[src/rtl/alu_sequencer_pkg.sv]
// Shared constants and types for the 4-bit ALU sequencer.
// Op codes, FSM states and datapath widths.
package alu_sequencer_pkg;

  localparam int WIDTH     = 4;
  localparam int MUL_STEPS = 4;

  typedef enum logic [2:0] {
    OP_LOAD = 3'b000,
    OP_ADD  = 3'b001,
    OP_SUB  = 3'b010,
    OP_AND  = 3'b011,
    OP_OR   = 3'b100,
    OP_XOR  = 3'b101,
    OP_SHL  = 3'b110,
    OP_MUL  = 3'b111
  } op_t;

  typedef enum logic [1:0] {
    ST_IDLE  = 2'd0,
    ST_EXEC  = 2'd1,
    ST_MUL   = 2'd2,
    ST_WRITE = 2'd3
  } state_t;

endpackage

[src/rtl/alu_shift_add_mul.sv]
// Iterative 4x4 shift-add multiplier with start/done handshake.
// done rises combinationally on the last step, with the final product.
module alu_shift_add_mul
  import alu_sequencer_pkg::*;
(
  input  logic               clk,
  input  logic               rst,
  input  logic               start,
  input  logic [WIDTH-1:0]   a,
  input  logic [WIDTH-1:0]   b,
  output logic               done,
  output logic [2*WIDTH-1:0] product
);

  logic [2*WIDTH-1:0] pp;
  logic [2*WIDTH-1:0] mcand;
  logic [2*WIDTH-1:0] pp_nx;
  logic [WIDTH-1:0]   mplier;
  logic [3:0]         cnt;
  logic               run;

  assign pp_nx   = mplier[0] ? pp + mcand : pp;
  assign done    = run && (cnt == 4'(MUL_STEPS - 1));
  assign product = pp_nx;

  always_ff @(posedge clk) begin
    if (rst) begin
      pp     <= '0;
      mcand  <= '0;
      mplier <= '0;
      cnt    <= '0;
      run    <= 1'b0;
    end else if (start) begin
      pp     <= '0;
      mcand  <= {{WIDTH{1'b0}}, a};
      mplier <= b;
      cnt    <= '0;
      run    <= 1'b1;
    end else if (run) begin
      pp     <= pp_nx;
      mcand  <= mcand << 1;
      mplier <= mplier >> 1;
      cnt    <= cnt + 4'd1;
      if (done) run <= 1'b0;
    end
  end

endmodule

[src/rtl/alu_sequencer.sv]
// Multi-cycle ALU control stage feeding the accumulator.
// One write strobe per accepted request; CARRY/ZERO held between results.
module alu_sequencer
  import alu_sequencer_pkg::*;
(
  input  logic             CLK,
  input  logic             RST,
  input  logic             START,
  input  logic [2:0]       OP,
  input  logic [WIDTH-1:0] B,
  input  logic [WIDTH-1:0] ACC,
  output logic [WIDTH-1:0] W_DATA,
  output logic             S,
  output logic             BUSY,
  output logic             DONE,
  output logic             CARRY,
  output logic             ZERO
);

  state_t state;
  state_t state_nx;

  op_t              op_q;
  logic [WIDTH-1:0] b_q;
  logic [WIDTH-1:0] acc_q;

  logic               accept;
  logic               mul_start;
  logic               mul_done;
  logic [2*WIDTH-1:0] product;
  logic [WIDTH:0]     alu_wide;

  assign accept    = (state == ST_IDLE) && START;
  assign mul_start = accept && (op_t'(OP) == OP_MUL);

  alu_shift_add_mul u_mul (
    .clk     (CLK),
    .rst     (RST),
    .start   (mul_start),
    .a       (ACC),
    .b       (B),
    .done    (mul_done),
    .product (product)
  );

  // Bit WIDTH is carry/borrow; logic ops leave it 0.
  always_comb begin
    alu_wide = '0;
    unique case (op_q)
      OP_LOAD: alu_wide = {1'b0, b_q};
      OP_ADD:  alu_wide = {1'b0, acc_q} + {1'b0, b_q};
      OP_SUB:  alu_wide = {1'b0, acc_q} - {1'b0, b_q};
      OP_AND:  alu_wide = {1'b0, acc_q & b_q};
      OP_OR:   alu_wide = {1'b0, acc_q | b_q};
      OP_XOR:  alu_wide = {1'b0, acc_q ^ b_q};
      OP_SHL:  alu_wide = {acc_q, 1'b0};
      OP_MUL:  alu_wide = '0;
    endcase
  end

  always_comb begin
    state_nx = state;
    BUSY     = (state != ST_IDLE);
    S        = (state == ST_WRITE);
    DONE     = (state == ST_WRITE);
    unique case (state)
      ST_IDLE:
        if (START)
          state_nx = (op_t'(OP) == OP_MUL) ? ST_MUL : ST_EXEC;
      ST_EXEC:  state_nx = ST_WRITE;
      ST_MUL:   if (mul_done) state_nx = ST_WRITE;
      ST_WRITE: state_nx = ST_IDLE;
    endcase
  end

  always_ff @(posedge CLK) begin
    if (RST) state <= ST_IDLE;
    else     state <= state_nx;
  end

  always_ff @(posedge CLK) begin
    if (RST) begin
      op_q   <= OP_LOAD;
      b_q    <= '0;
      acc_q  <= '0;
      W_DATA <= '0;
      CARRY  <= 1'b0;
      ZERO   <= 1'b0;
    end else begin
      if (accept) begin
        op_q  <= op_t'(OP);
        b_q   <= B;
        acc_q <= ACC;
      end
      if (state == ST_EXEC) begin
        W_DATA <= alu_wide[WIDTH-1:0];
        CARRY  <= alu_wide[WIDTH];
        ZERO   <= (alu_wide[WIDTH-1:0] == '0);
      end
      if (state == ST_MUL && mul_done) begin
        W_DATA <= product[WIDTH-1:0];
        CARRY  <= |product[2*WIDTH-1:WIDTH];
        ZERO   <= (product[WIDTH-1:0] == '0);
      end
    end
  end

endmodule

[config.mk]
export PLATFORM = sky130hd
export DESIGN_NAME = alu_sequencer
export DESIGN_NICKNAME = d
export VERILOG_FILES = /design/src/rtl/alu_sequencer_pkg.sv /design/src/rtl/alu_shift_add_mul.sv /design/src/rtl/alu_sequencer.sv
export SDC_FILE = /design/constraint.sdc
export NUM_CORES = 1
export LEC_CHECK = 0
export CORE_MARGIN = 3
export CORE_UTILIZATION = 58
export CTS_CLUSTER_DIAMETER = 30
export DETAILED_ROUTE_END_ITERATION = 8
export PLACE_DENSITY = 0.8
export REMOVE_ABC_BUFFERS = 1
export SLEW_MARGIN = 25
export SYNTH_ARGS = -nofsm -noshare
export SYNTH_HDL_FRONTEND = slang
export SYNTH_SLANG_ARGS = --single-unit
[constraint.sdc]
create_clock -name CLK -period 3.4 [get_ports CLK]
set_clock_uncertainty 0.2 [all_clocks]
set_input_delay 1.02 -clock CLK [delete_from_list [all_inputs] [get_ports CLK]]
set_output_delay 1.02 -clock CLK [all_outputs]
set_load 0.05 [all_outputs]
After elaboration in Yosys (flattened, before gate mapping)
Cells that the tools add are included.
Widths: inputs -> output; s select.
- output and inout port bits: 9
- RAM bits: 0
- latch bits: 0
- memories kept: 0
- bits of input ports: 14
- word-level logic and storage cells: 67
- bits in registers: 44
- memory bits (read-only): 0
- equal/unequal tests: 14
- reduce and logical (&&, ||, !) cells: 14
- add/sub/neg operators: 4
- muxes and demuxes: 19
- multiply operators: 0
- order comparisons: 0
- bitwise logic cells: 3
- divide/modulo/power cells: 0
- shift operators: 0
- operator list (operator ; count):
    $pmux 5 s8 ; 1
    $mux 4 ; 6
    $eq 3x3->1 const B ; 5
    $add 8x8->8 ; 1
    $logic_not 4->1 ; 2
    $mux 8 ; 1
    $pmux 2 s4 ; 1
    $mux 1 ; 7
    $eq 3x2->1 const B ; 2
    $mux 2 ; 3
    $reduce_bool 2->1 ; 3
    $add 4x4->5 ; 1
    $sub 4x4->5 ; 1
    $add 4x1->4 const B ; 1
    $and 4x4->4 ; 1
    $eq 2x2->1 const B ; 2
    $eq 4x2->1 const B ; 1
    $logic_and 1x1->1 ; 4
    $ne 2x2->1 const B ; 2
    $or 4x4->4 ; 1
    $reduce_or 4->1 ; 1
    $xor 4x4->4 ; 1
    $eq 3x1->1 const B ; 1
    $logic_not 3->1 ; 1
    4 further kinds ; 4

Logic depth before layout (Yosys ltp)
- word-level depth: 5
- depth in mapped cells: 12
- mapped depth without buffers: 11

Modules after synthesis
From an unflattened synthesis, not the netlist that was laid out.
- cell total of the unflattened synthesis: 364
- area, all modules: 2929.1 µm²
- by module, submodules not included (module ; instances ; area an instance (µm²) ; cells an instance ; sequential area each (µm²)):
    alu_shift_add_mul ; 1 ; 1467.7 ; 178 ; 500.5
    alu_sequencer ; 1 ; 1461.4 ; 186 ; 380.4

Worst setup path after synthesis
OpenSTA, ideal clock, no wires.
- path type: register -> register
- from: reg op_q[1]
- to: reg ZERO
- period minus slack after synthesis: 2.987 ns
- library setup time: 0.070 ns
- path slack: 0.413 ns
- path buffers: 2
- cell stages (with the launch flop): 12
- arrival time: 2.716 ns
- required time: 3.130 ns
- cell sequence: dfxtp_1 buf_6 buf_4 nor3b_2 mux2i_1 fa_1 xor2_1 mux2i_1 mux4_2 nand3_1 or4_1 a21oi_1
- word-level cells in the longest chain between the ends: 5
- elaborated cells between the ends (all ways): 12
- classes of those cells: 7 x eq/ne; 3 x mux; 2 x reduce/logical
- ends and longest elaborated chain (item ; RTL line ; text):
    start: declaration ; alu_sequencer.sv:23 ; op_t op_q;
    start signal: assignment ; alu_sequencer.sv:91 ; op_q <= op_t'(OP);
    $eq 3x3->1 (tied with other cells) ; alu_sequencer.sv:49 ; unique case (op_q)
    $pmux 5 s8 (*) ; alu_sequencer.sv:49 ;
    $logic_not 4->1 (*) ; alu_sequencer.sv:98 ; ZERO <= (alu_wide[WIDTH-1:0] == '0);
    $mux 1 (*) ; alu_sequencer.sv:95 ; if (state == ST_EXEC) begin
    $mux 1 (*) ; alu_sequencer.sv:100 ; if (state == ST_MUL && mul_done) begin
    end signal: assignment ; alu_sequencer.sv:98 ;
    end signal: assignment ; alu_sequencer.sv:103 ; ZERO <= (product[WIDTH-1:0] == '0);
    end: declaration ; alu_sequencer.sv:17 ; output logic ZERO
Mark *: on every way between the ends. The rest lies on a longest branch, timed or not. The select of a mux whose other input is x is not followed.
A chain may end at the register's enable or synchronous reset.

Worst setup path in the final report
- from: reg state[0]
- to: out BUSY
- word-level cells in the longest chain between the ends: 1
- ends and longest elaborated chain (item ; RTL line ; text):
    start: declaration ; alu_sequencer.sv:20 ; state_t state;
    start signal: assignment ; alu_sequencer.sv:78 ; else state <= state_nx;
    $reduce_bool 2->1 ; alu_sequencer.sv:63 ; BUSY = (state != ST_IDLE);
    end: declaration ; alu_sequencer.sv:14 ; output logic BUSY,
No other way between the ends.

==> reports/metrics.csv <==
metric,value,unit
total grt overflow,0,
antenna cells,0,
worst-margin pin slew,637,ps
Arrival @ worst endpoint,1900,ps
met3 Usage GRT,3.20,%
largest net degree at the start of global routing,30,
RSZ-0062 raised after global routing,no,
setup violators final,0,
Yosys reg bits,44,
Crit path buffers/inverters,3,
Slowest Stage Delay on Critical Path,800,ps
Peak VDD IR,580,uV
WS Path Type,reg2out,
Max Cap Viol,0,
non-filler instance count after layout,403,
dpl cells,395,
global-route wire length before repair,10200,um
drt initial violations,156,
Via density,5.81,
Die ar.,5660,um2
Crit path max-delay family,buffers and inverters,
# DRC,0,
wire per inst,15.1,um
Post-Synth XOR/XNOR Area,4.72,%
Die W,75.3,um
Post-CTS Resized,0,
Compound-Gate Fraction of Synth Area,17.5,%
Starting Density,61.8,%
antenna violations before repair,0,
CP required,2180,ps
final hold vios,0,
PwrDens,587,nW/um2
I/O pins,23,
period utilization,91.8,%
"Hold-fix buffers, CTS",0,
Post-synth ARST share,0,%
crit-path cells,inv_1 -> ha_1 -> inv_1 -> clkdlybuf4s50_1,
mux cell area share after synthesis,9.54,%
IO buf count,22,
outcome,finished clean,
crit path launch type,register,
CTS tree,built,
CP max FO,4,
clock-pin slew on the worst setup and hold paths,90,ps
Worst R2R Path Depth,10,
worst min path class,reg2reg,
Max Slew Vio Count,0,
gr busiest metal,met2,
met1 usage in global routing,33.8,%
DR pass1 iterations,4,
Netlist Area Pre-Place,2780,um2
drt total wl,6090,um
CTS Buffer Depth,2,
"Clk Latency, worst-skew pair",310,ps
leakage power,1.16,nW
Hold Path Cell Cnt,2,
met2 global-route usage,36.3,%
crit path capture type,primary output,
Synth Area in Adders,13.1,%
Slew HR,57.5,%
Final #Nets,392,
Post-synth EDFFs,0,
FMAX,321,MHz
Post-DRT Antenna Nets,0,
setup_tns,0,ps
top cell type's share of synthesized area,31.7,%
synth warn,0,
H-tree depth,2,
CTS root buf,clkbuf_8,
simple-gate share of the synthesized area,17.3,%
clock sink total,44,
synth top area cells,"dfxtp_1, ha_1, mux2i_1",
"most used cell, CP",inv_1,
routability congestion estimate,0.868,
Crit-path slowest cell,clkdlybuf4s50_1,
setup bufs post-CTS,0,
Yosys cell types,50,
CTS Buf Count,5,
total track usage,23.6,%
cells after synthesis,332,
Core Area,4500,um2
# rows,24,
share of layout cells above drive strength 1,6.27,%
Synth area leader,dfxtp_1,
vias,2341,
"Avg Cell Area, Syn",8.38,um2
ys flop type,dfxtp_1,
vias in the first global route,2138,
Die Y,75.3,um
largest family of logic cells by synthesized area,compound AO/OA/AOI/OAI gates,
Crit path depth,4,
sequential element share of the synthesized area,31.7,%
post-DP HPWL,4630,um
Area Overhead vs Synth,12.2,%
final worst path period need,3120,ps
fillcell total,371,
[layout by cell type (no fill, tap or decap), types with 2 or more instances in the layout]
cell and instances:
o21bai_1 2, buf_4 7, nand2b_1 6, inv_1 21, a32oi_1 2, o21a_1 2
a211oi_1 9, o211ai_1 3, o21ai_0 4, a21o_1 3, dfxtp_1 44, a21oi_1 30
ha_1 26, nand2_1 37, mux2_2 2, a31oi_1 7, nand3b_1 3, nand4_1 2
fa_1 2, o21ai_1 3, nand3_1 7, xnor2_1 9, o31ai_1 2, nor2_1 38
or4_1 3, mux2i_1 22, xor2_1 6, clkdlybuf4s50_1 22, clkbuf_8 5
[metrics by stage]
stage	utilization, %	worst slack, ps	instance area, um2	total power [mW]	hold slack (ps)
floorplan	-	292	2700	1.26	247
global placement	67.3	562	3030	1.49	265
detailed placement	67.3	496	3030	1.50	278
CTS	69.3	269	3120	1.84	290
global route	69.3	203	3120	1.95	307
finish	69.3	280	3120	1.83	290
[final cells by class]
class	instances	area, um2	area share [%]
inverter	22	82.6	2.65
clock buffer	6	72.6	2.32
tap	52	65.1	2.08
sequential	44	881	28.2
multi-input combinational	248	1730	55.5
clock inverter	2	16.3	0.521
timing repair buffer	29	273	8.74
[cells by family after synthesis]
logic type / count (synthesis)
muxes: 25
AOI/OAI and AO/OA: 76
xor gates and xnor gates: 15
adders and majority gates: 28
buffers and inverters: 40
and+or+nand+nor: 104
DFF: 44
[routing by layer]
layer | up-vias | routed length (um)
li1 | 1190 | -
met1 | 1085 | 2970
met2 | 57 | 2750
met3 | 9 | 269
met4 | 0 | 100
met5 | - | 0
[power by group]
| part | internal [mW] | switching, mW |
|---|---|---|
| Sequential | 0.579 | 0.0639 |
| Clock | 0.146 | 0.188 |
| Combinational | 0.356 | 0.499 |
[worst paths after layout]
kind,slack (ps),startpoint,endpoint
worst max-delay path,280,state[0],BUSY
worst min-delay path,290,acc_q[0],acc_q[0]
worst max register to register,470,b_q[0],ZERO
worst min register to register,290,acc_q[0],acc_q[0]
[cells in the mapped netlist (all sizes together), types with 3 or more instances]
library cell,n
buf,7
clkbuf,11
xnor2,9
nand3b,3
o21ai,7
nor2,38
a21oi,31
a21o,3
a211oi,10
o211ai,3
inv,22
dfxtp,44
a31oi,7
ha,26
nand2b,6
nand2,37
nand3,7
xor2,6
mux2i,22
nand4,3
or4,3
[tightest hold or removal path, delay by kind of cell (launching register included)]
family          cells  cell delay, ps
compound gates      1              60
simple gates        1              60
flops               1             330
[state kept, by name, indices dropped and copies added, names as in the netlist]
name          count
u_mul.cnt         4
b_q               4
u_mul.mcand       8
CARRY             1
op_q              3
W_DATA            4
acc_q             4
u_mul.run         1
u_mul.pp          8
ZERO              1
state             2
u_mul.mplier      4
Note: power is estimated with default switching activity, not from simulation.
